$ cat src/rtl/spm_pkg.sv
// spm_pkg: datapath width, sequencer state type and the spm latency shared by
// spm_seq and the spm it drives.
package spm_pkg;

    localparam int DATA_W          = 32;
    localparam int SPM_LAT_DEFAULT = 2;

    typedef enum logic [1:0] {
        IDLE,
        RUN,
        DRAIN,
        DONE
    } seq_state_e;

    typedef struct packed {
        logic [DATA_W-1:0] a0;
        logic [DATA_W-1:0] b0;
        logic [DATA_W-1:0] a1;
        logic [DATA_W-1:0] b1;
    } spm_beat_t;

endpackage

$ cat src/rtl/spm_seq_if.sv
// spm_seq_if: job request, operand stream, spm side-channel and result handshake.
// The slave modport is the sequencer's view; master is the surrounding logic.
interface spm_seq_if #(
    parameter int LEN_W = 8
);

    logic                       start;
    logic [LEN_W-1:0]           len;
    logic                       busy;

    logic                       in_valid;
    logic                       in_ready;
    logic [spm_pkg::DATA_W-1:0] a0;
    logic [spm_pkg::DATA_W-1:0] b0;
    logic [spm_pkg::DATA_W-1:0] a1;
    logic [spm_pkg::DATA_W-1:0] b1;

    logic [spm_pkg::DATA_W-1:0] spm_a0;
    logic [spm_pkg::DATA_W-1:0] spm_b0;
    logic [spm_pkg::DATA_W-1:0] spm_a1;
    logic [spm_pkg::DATA_W-1:0] spm_b1;
    logic [spm_pkg::DATA_W-1:0] spm_q;

    logic                       res_valid;
    logic                       res_ready;
    logic [spm_pkg::DATA_W-1:0] res_data;

    modport slave (
        input  start, len, in_valid, a0, b0, a1, b1, spm_q, res_ready,
        output busy, in_ready, spm_a0, spm_b0, spm_a1, spm_b1, res_valid, res_data
    );

    modport master (
        output start, len, in_valid, a0, b0, a1, b1, spm_q, res_ready,
        input  busy, in_ready, spm_a0, spm_b0, spm_a1, spm_b1, res_valid, res_data
    );

endinterface

$ cat src/rtl/spm_tag_pipe.sv
// spm_tag_pipe: one bit per cycle marking which spm results belong to real beats,
// aligned so the oldest tag lines up with the matching spm_q.
module spm_tag_pipe #(
    parameter int DEPTH = 3
) (
    input  logic clk,
    input  logic areset,
    input  logic push,
    output logic oldest,
    output logic empty_next
);

    logic [DEPTH-1:0] tags_q;
    logic [DEPTH-1:0] tags_d;

    always_comb begin
        tags_d = {tags_q[DEPTH-2:0], push};
    end

    always_ff @(posedge clk or negedge areset) begin
        if (!areset) begin
            tags_q <= '0;
        end else begin
            tags_q <= tags_d;
        end
    end

    assign oldest     = tags_q[DEPTH-1];
    assign empty_next = (tags_d == '0);

endmodule

$ cat src/rtl/spm_seq.sv
// spm_seq: dot-product sequencer that streams operand beats into an external spm
// and accumulates its partial sums into a single 32-bit result.
module spm_seq
    import spm_pkg::*;
#(
    parameter int SPM_LAT = SPM_LAT_DEFAULT,
    parameter int LEN_W   = 8
) (
    input  logic     clk,
    input  logic     areset,
    spm_seq_if.slave bus
);

    seq_state_e        state_q;
    seq_state_e        state_d;
    logic [LEN_W-1:0]  beats_left_q;
    logic [LEN_W-1:0]  beats_left_d;
    logic [DATA_W-1:0] acc_q;
    logic [DATA_W-1:0] acc_d;
    spm_beat_t         spm_ops_q;
    spm_beat_t         spm_ops_d;

    logic in_ready;
    logic accept;
    logic tag_oldest;
    logic pipe_empty_next;

    spm_tag_pipe #(
        .DEPTH (SPM_LAT + 1)
    ) u_tag_pipe (
        .clk        (clk),
        .areset     (areset),
        .push       (accept),
        .oldest     (tag_oldest),
        .empty_next (pipe_empty_next)
    );

    always_comb begin
        state_d      = state_q;
        beats_left_d = beats_left_q;
        acc_d        = acc_q;

        in_ready  = (state_q == RUN) && (beats_left_q != '0);
        accept    = in_ready && bus.in_valid;
        // Idle cycles feed zeros so the spm never sees stale operands.
        spm_ops_d = accept ? spm_beat_t'({bus.a0, bus.b0, bus.a1, bus.b1}) : spm_beat_t'('0);

        if (tag_oldest) begin
            acc_d = acc_q + bus.spm_q;
        end

        unique case (state_q)
            IDLE: begin
                if (bus.start) begin
                    acc_d = '0;
                    if (bus.len == '0) begin
                        state_d = DONE;
                    end else begin
                        beats_left_d = bus.len;
                        state_d      = RUN;
                    end
                end
            end
            RUN: begin
                if (accept) begin
                    beats_left_d = beats_left_q - LEN_W'(1);
                    if (beats_left_q == LEN_W'(1)) begin
                        state_d = DRAIN;
                    end
                end
            end
            DRAIN: begin
                if (pipe_empty_next) begin
                    state_d = DONE;
                end
            end
            DONE: begin
                if (bus.res_ready) begin
                    state_d = IDLE;
                end
            end
            default: begin
                state_d = IDLE;
            end
        endcase
    end

    always_ff @(posedge clk or negedge areset) begin
        if (!areset) begin
            state_q      <= IDLE;
            beats_left_q <= '0;
            acc_q        <= '0;
            spm_ops_q    <= '0;
        end else begin
            state_q      <= state_d;
            beats_left_q <= beats_left_d;
            acc_q        <= acc_d;
            spm_ops_q    <= spm_ops_d;
        end
    end

    assign bus.busy      = (state_q != IDLE);
    assign bus.in_ready  = in_ready;
    assign bus.res_valid = (state_q == DONE);
    assign bus.res_data  = acc_q;
    assign bus.spm_a0    = spm_ops_q.a0;
    assign bus.spm_b0    = spm_ops_q.b0;
    assign bus.spm_a1    = spm_ops_q.a1;
    assign bus.spm_b1    = spm_ops_q.b1;

endmodule

$ cat src/flat_wrapper.sv
// flat-port wrapper written by rule: the top's interface ports become plain ports
module spm_seq_flat import spm_pkg::*;
#(
    parameter int SPM_LAT = SPM_LAT_DEFAULT,
    parameter int LEN_W   = 8
)
  (clk, areset, bus_start, bus_len, bus_in_valid, bus_a0, bus_b0, bus_a1, bus_b1, bus_spm_q, bus_res_ready, bus_busy, bus_in_ready, bus_spm_a0, bus_spm_b0, bus_spm_a1, bus_spm_b1, bus_res_valid, bus_res_data);
  spm_seq_if #(.LEN_W(LEN_W)) bus_i ();
  input  logic clk;
  input  logic areset;
  input wire logic [$bits(bus_i.start)-1:0] bus_start;
  input wire logic [$bits(bus_i.len)-1:0] bus_len;
  input wire logic [$bits(bus_i.in_valid)-1:0] bus_in_valid;
  input wire logic [$bits(bus_i.a0)-1:0] bus_a0;
  input wire logic [$bits(bus_i.b0)-1:0] bus_b0;
  input wire logic [$bits(bus_i.a1)-1:0] bus_a1;
  input wire logic [$bits(bus_i.b1)-1:0] bus_b1;
  input wire logic [$bits(bus_i.spm_q)-1:0] bus_spm_q;
  input wire logic [$bits(bus_i.res_ready)-1:0] bus_res_ready;
  output wire logic [$bits(bus_i.busy)-1:0] bus_busy;
  output wire logic [$bits(bus_i.in_ready)-1:0] bus_in_ready;
  output wire logic [$bits(bus_i.spm_a0)-1:0] bus_spm_a0;
  output wire logic [$bits(bus_i.spm_b0)-1:0] bus_spm_b0;
  output wire logic [$bits(bus_i.spm_a1)-1:0] bus_spm_a1;
  output wire logic [$bits(bus_i.spm_b1)-1:0] bus_spm_b1;
  output wire logic [$bits(bus_i.res_valid)-1:0] bus_res_valid;
  output wire logic [$bits(bus_i.res_data)-1:0] bus_res_data;
  assign bus_i.start = bus_start;
  assign bus_i.len = bus_len;
  assign bus_i.in_valid = bus_in_valid;
  assign bus_i.a0 = bus_a0;
  assign bus_i.b0 = bus_b0;
  assign bus_i.a1 = bus_a1;
  assign bus_i.b1 = bus_b1;
  assign bus_i.spm_q = bus_spm_q;
  assign bus_i.res_ready = bus_res_ready;
  assign bus_busy = bus_i.busy;
  assign bus_in_ready = bus_i.in_ready;
  assign bus_spm_a0 = bus_i.spm_a0;
  assign bus_spm_b0 = bus_i.spm_b0;
  assign bus_spm_a1 = bus_i.spm_a1;
  assign bus_spm_b1 = bus_i.spm_b1;
  assign bus_res_valid = bus_i.res_valid;
  assign bus_res_data = bus_i.res_data;
  spm_seq #(.SPM_LAT(SPM_LAT), .LEN_W(LEN_W)) u_core (.clk(clk), .areset(areset), .bus(bus_i));
endmodule
$ cat config.mk
export PLATFORM = sky130hd
export DESIGN_NAME = spm_seq_flat
export DESIGN_NICKNAME = d
export VERILOG_FILES = /design/src/rtl/spm_pkg.sv /design/src/rtl/spm_seq_if.sv /design/src/rtl/spm_tag_pipe.sv /design/src/rtl/spm_seq.sv /design/src/flat_wrapper.sv
export SDC_FILE = /design/constraint.sdc
export NUM_CORES = 1
export LEC_CHECK = 0
export ABC_AREA = 0
export BUFFER_PORTS_ARGS = -buffer_cell sky130_fd_sc_hd__buf_2
export CAP_MARGIN = 20
export CORE_MARGIN = 5
export CORE_UTILIZATION = 35
export CTS_BUF_LIST = sky130_fd_sc_hd__clkbuf_4
export CTS_CLUSTER_DIAMETER = 150
export DETAILED_ROUTE_END_ITERATION = 8
export PLACE_DENSITY = 0.66
export SLEW_MARGIN = 15
export SYNTH_ARGS = -nofsm -noshare
export SYNTH_HDL_FRONTEND = slang
export SYNTH_SLANG_ARGS = --single-unit
$ cat constraint.sdc
create_clock -name clk -period 3.21 [get_ports clk]
set_input_delay 0.642 -clock clk [delete_from_list [all_inputs] [get_ports clk]]
set_output_delay 0.642 -clock clk [all_outputs]
set_load 0.01 [all_outputs]
==> impl_metrics.py <==
metrics = {
    "drt": {
        "via_count": 6498,
        "detail_route.wirelength_mm": 22.84,
        "first_iter_violations": 390,
        "avgViaCountPerCell": 4.767,
        "drc": 0,
        "drt-pass1-iter-count": 4,
        "avgRoutedWirePerCell_um": 16.76,
        "number_of_antenna_violating_nets_in_the_routed_design": 0,
    },
    "floorplan": {
        "placement_rows": 55,
        "initial_util_pct": 35.21,
        "floorplan.io_pins": 336,
        "floorplan.core_area_um2": 22430,
        "chipHeight_um": 160.2,
        "die-width_um": 160.2,
        "die-area_um2": 25670,
    },
    "power": {
        "p_per_area_nw_per_um2": 789.1,
        "switching_share_pct": 41.21,
        "internal_portion_of_total_power_mw": 4.772,
        "vdd_drop_max_mv": 0.3348,
        "switchingPower_mw": 3.345,
        "seqPwrFrac_pct": 36.9,
        "share_clk_of_total_power_pct": 17.4,
        "power_frac_comb_pct": 45.6,
        "total_power_mw": 8.117,
        "power_leakage_nw": 5.721,
    },
    "global_route": {
        "global_route.peak_usage_layer": "met2",
        "grt_overflow": 0,
        "use_met3_pct": 6.581,
        "antenna_found_initial": 4,
        "grt_first_pass_wirelength_mm": 36.48,
        "met1_usage_pct": 19.78,
        "gr-usage-met2_pct": 31.71,
        "grt_max_degree": 128,
        "grt_pass1_vias": 6693,
        "grt_util_all_layers_pct": 17.78,
    },
    "synthesis": {
        "mapped_avg_cell_area_um2": 10.79,
        "async_flop_share_pct": 100.0,
        "post_synth_num_cell_types": 57,
        "synth_enable_flop_cells": 0,
        "yosysTopAreaCellShare_pct": 54.81,
        "yosys_register_bits": 173,
        "synth_sequential_area_ratio_pct": 54.81,
        "syn_inst": 732,
        "dominantRegCellSynth": "dfrtp_1",
        "total_of_warnings_raised_by_yosys": 0,
        "synth.area.top_cells": "dfrtp_1, and2_1, ha_1, nor2_1, mux2i_1",
        "synthesized_net_count": 943,
        "mappedNetlistArea_um2": 7899,
        "synth_largest_area_cell": "dfrtp_1",
    },
    "final_layout": {
        "final_common_cell": "buf_2",
        "finalInstanceArea_um2": 10290,
        "nNetsFinal": 1275,
        "area_growth_from_synthesis_to_final_layout_pct": 30.22,
        "mostFrequentLayoutCells": "buf_2, dfrtp_1, and2_1",
        "post_route_cells_drive_above_1_share_pct": 36.68,
        "layout.cells.non_filler": 1363,
        "layout.core_utilization_pct": 45.85,
    },
    "timing": {
        "period_share_pct": 94.87,
        "grt_setup_unrepaired": "false",
        "timing.final.crit_period_ps": 3045,
        "final.setup_skew_ps": 28.68,
        "hold_viol_final": 0,
        "finalHoldWorstSlack_ps": 83.51,
        "fmaxAchievable_mhz": 328.4,
        "worst-slew-pin-transition_ps": 738.6,
        "max_slew_margin_pct": 50.76,
        "drv_slew": 0,
        "setup-violations-final": 0,
    },
    "setup_path": {
        "criticalPathCategory": "reg2reg",
        "cp.required_ps": 3700,
        "crit-reg2reg-launch": "u_core.bus.res_data[0]",
        "critical_path.startpoint": "u_core.bus.res_data[0]",
        "worst_ep_arrival_time_ps": 3540,
        "worst_setup_path_end_kind": "flip-flop",
        "critical_path.startpoint_type": "flip-flop",
        "cp_max_fo": 5,
    },
    "clock_tree": {
        "clk_root_buffer_cell": "clkbuf_4",
        "cts_max_path_buffers": 2,
        "cts-hold-fix-buffers": 0,
        "number_of_h_tree_branching_levels": 4,
        "cts_tree": "done",
        "numCtsBuffers": 17,
        "post_cts_resized": 0,
        "post_cts_buffers": 0,
        "worst_skew_pair.late_latency_ps": 560,
        "clkSlewWorstSetupHoldPaths_ps": 180,
        "cts_num_sinks": 173,
    },
    "placement": {
        "dp.cells": 1330,
        "dpl-instance-area_um2": 9948,
        "hpwlAfterDp_mm": 17.68,
        "io_buffers": 335,
        "gpl.final_weighted_congestion": 0.8478,
    },
    "job": {
        "maxCapViolCount": 0,
    },
    "outcome": {
        "outcome": "complete, no violations",
    },
    "hold_path": {
        "worstHoldPathType": "in2async",
    },
}
Yosys cell counts, types with 18 or more instances:
master and instances:
a21oi_1 38, a21o_1 22, xnor2_1 18, dfrtp_1 173
and2_1 132, nand3_1 18, nor2_1 57, nand2_1 37
clkbuf_1 36, ha_1 37, o21ai_0 23, mux2i_1 20
worst paths after layout:
check                                              end  cells past startpoint  slack (ps)
hold / removal                  u_core.bus.res_data[8]                      1          80
setup / recovery               u_core.bus.res_data[30]                     10         160
setup reg to reg               u_core.bus.res_data[30]                     10         160
max in group asynchronous         u_core.bus.spm_a1[9]                      2        2260
hold reg to reg            u_core.u_tag_pipe.tags_q[1]                      0         400
min in group clk                 u_core.bus.spm_b1[11]                      2         260
critical path: stages (launching register included):
cell and delay [ps]:
dfrtp_1 430, ha_1 230, fa_1 410, a21o_1 220, a221oi_4 300, a21oi_2 120
a221oi_2 310, o21ai_2 110, a221o_1 430, a311o_1 350, nand3_1 70
cell families after synthesis:
family | count (synthesis) | share of synthesized area, %
XOR/XNOR | 27 | 2.994
multiplexers | 21 | 2.677
AND/OR/NAND/NOR | 288 | 19.55
buffers and inverters | 55 | 2.709
AO/OA/AOI/OAI | 130 | 11.15
flip-flops | 173 | 54.81
adder cells (fa/ha/maj) | 38 | 6.114
routing by layer:
layer	up-vias	wire (µm)	share of wire [%]
met3	32	1874	8.2
met4	6	539	2.4
met2	236	11770	52
met5	-	40	0.18
met1	3072	8620	38
li1	3152	-	-
power by group through the flow:
stage          clock, mW  combinational [mW]  sequential, mW
6_report            1.42                3.70            3.00
5_1_grt             1.56                4.16            3.07
4_1_cts             1.48                3.76            3.01
3_5_place_dp           0                3.74            3.05
3_3_place_gp           0                3.69            3.03
2_1_floorplan          0                2.26            3.22
per-stage QoR:
step / TNS [ps] / setup slack [ps]
4_1_cts: 0 / 169.6
5_1_grt: 0 / 17.49
3_5_place_dp: -150.3 / -134.6
6_report: 0 / 164.8
3_3_place_gp: -70.28 / -70.28
2_1_floorplan: 0 / 172.7
registers in the layout, indices dropped and copies added (netlist names):
register,flops
u_core.bus.res_data,32
u_core.beats_left_q,8
u_core.u_tag_pipe.tags_q,3
u_core.bus.spm_a0,32
u_core.state_q,2
u_core.bus.spm_b1,32
u_core.bus.spm_a1,32
u_core.bus.spm_b0,32
area by class of cell:
cell class / instances / area (µm²)
fill: 2176 / 12150
sequential: 173 / 4329
multi-input combinational: 504 / 3361
timing repair buffer: 353 / 1846
tap: 285 / 356.6
clock inverter: 15 / 207.7
clock buffer: 17 / 127.6
inverter: 15 / 56.30
antenna: 1 / 2.502
Note: power is estimated with default switching activity, not from simulation.
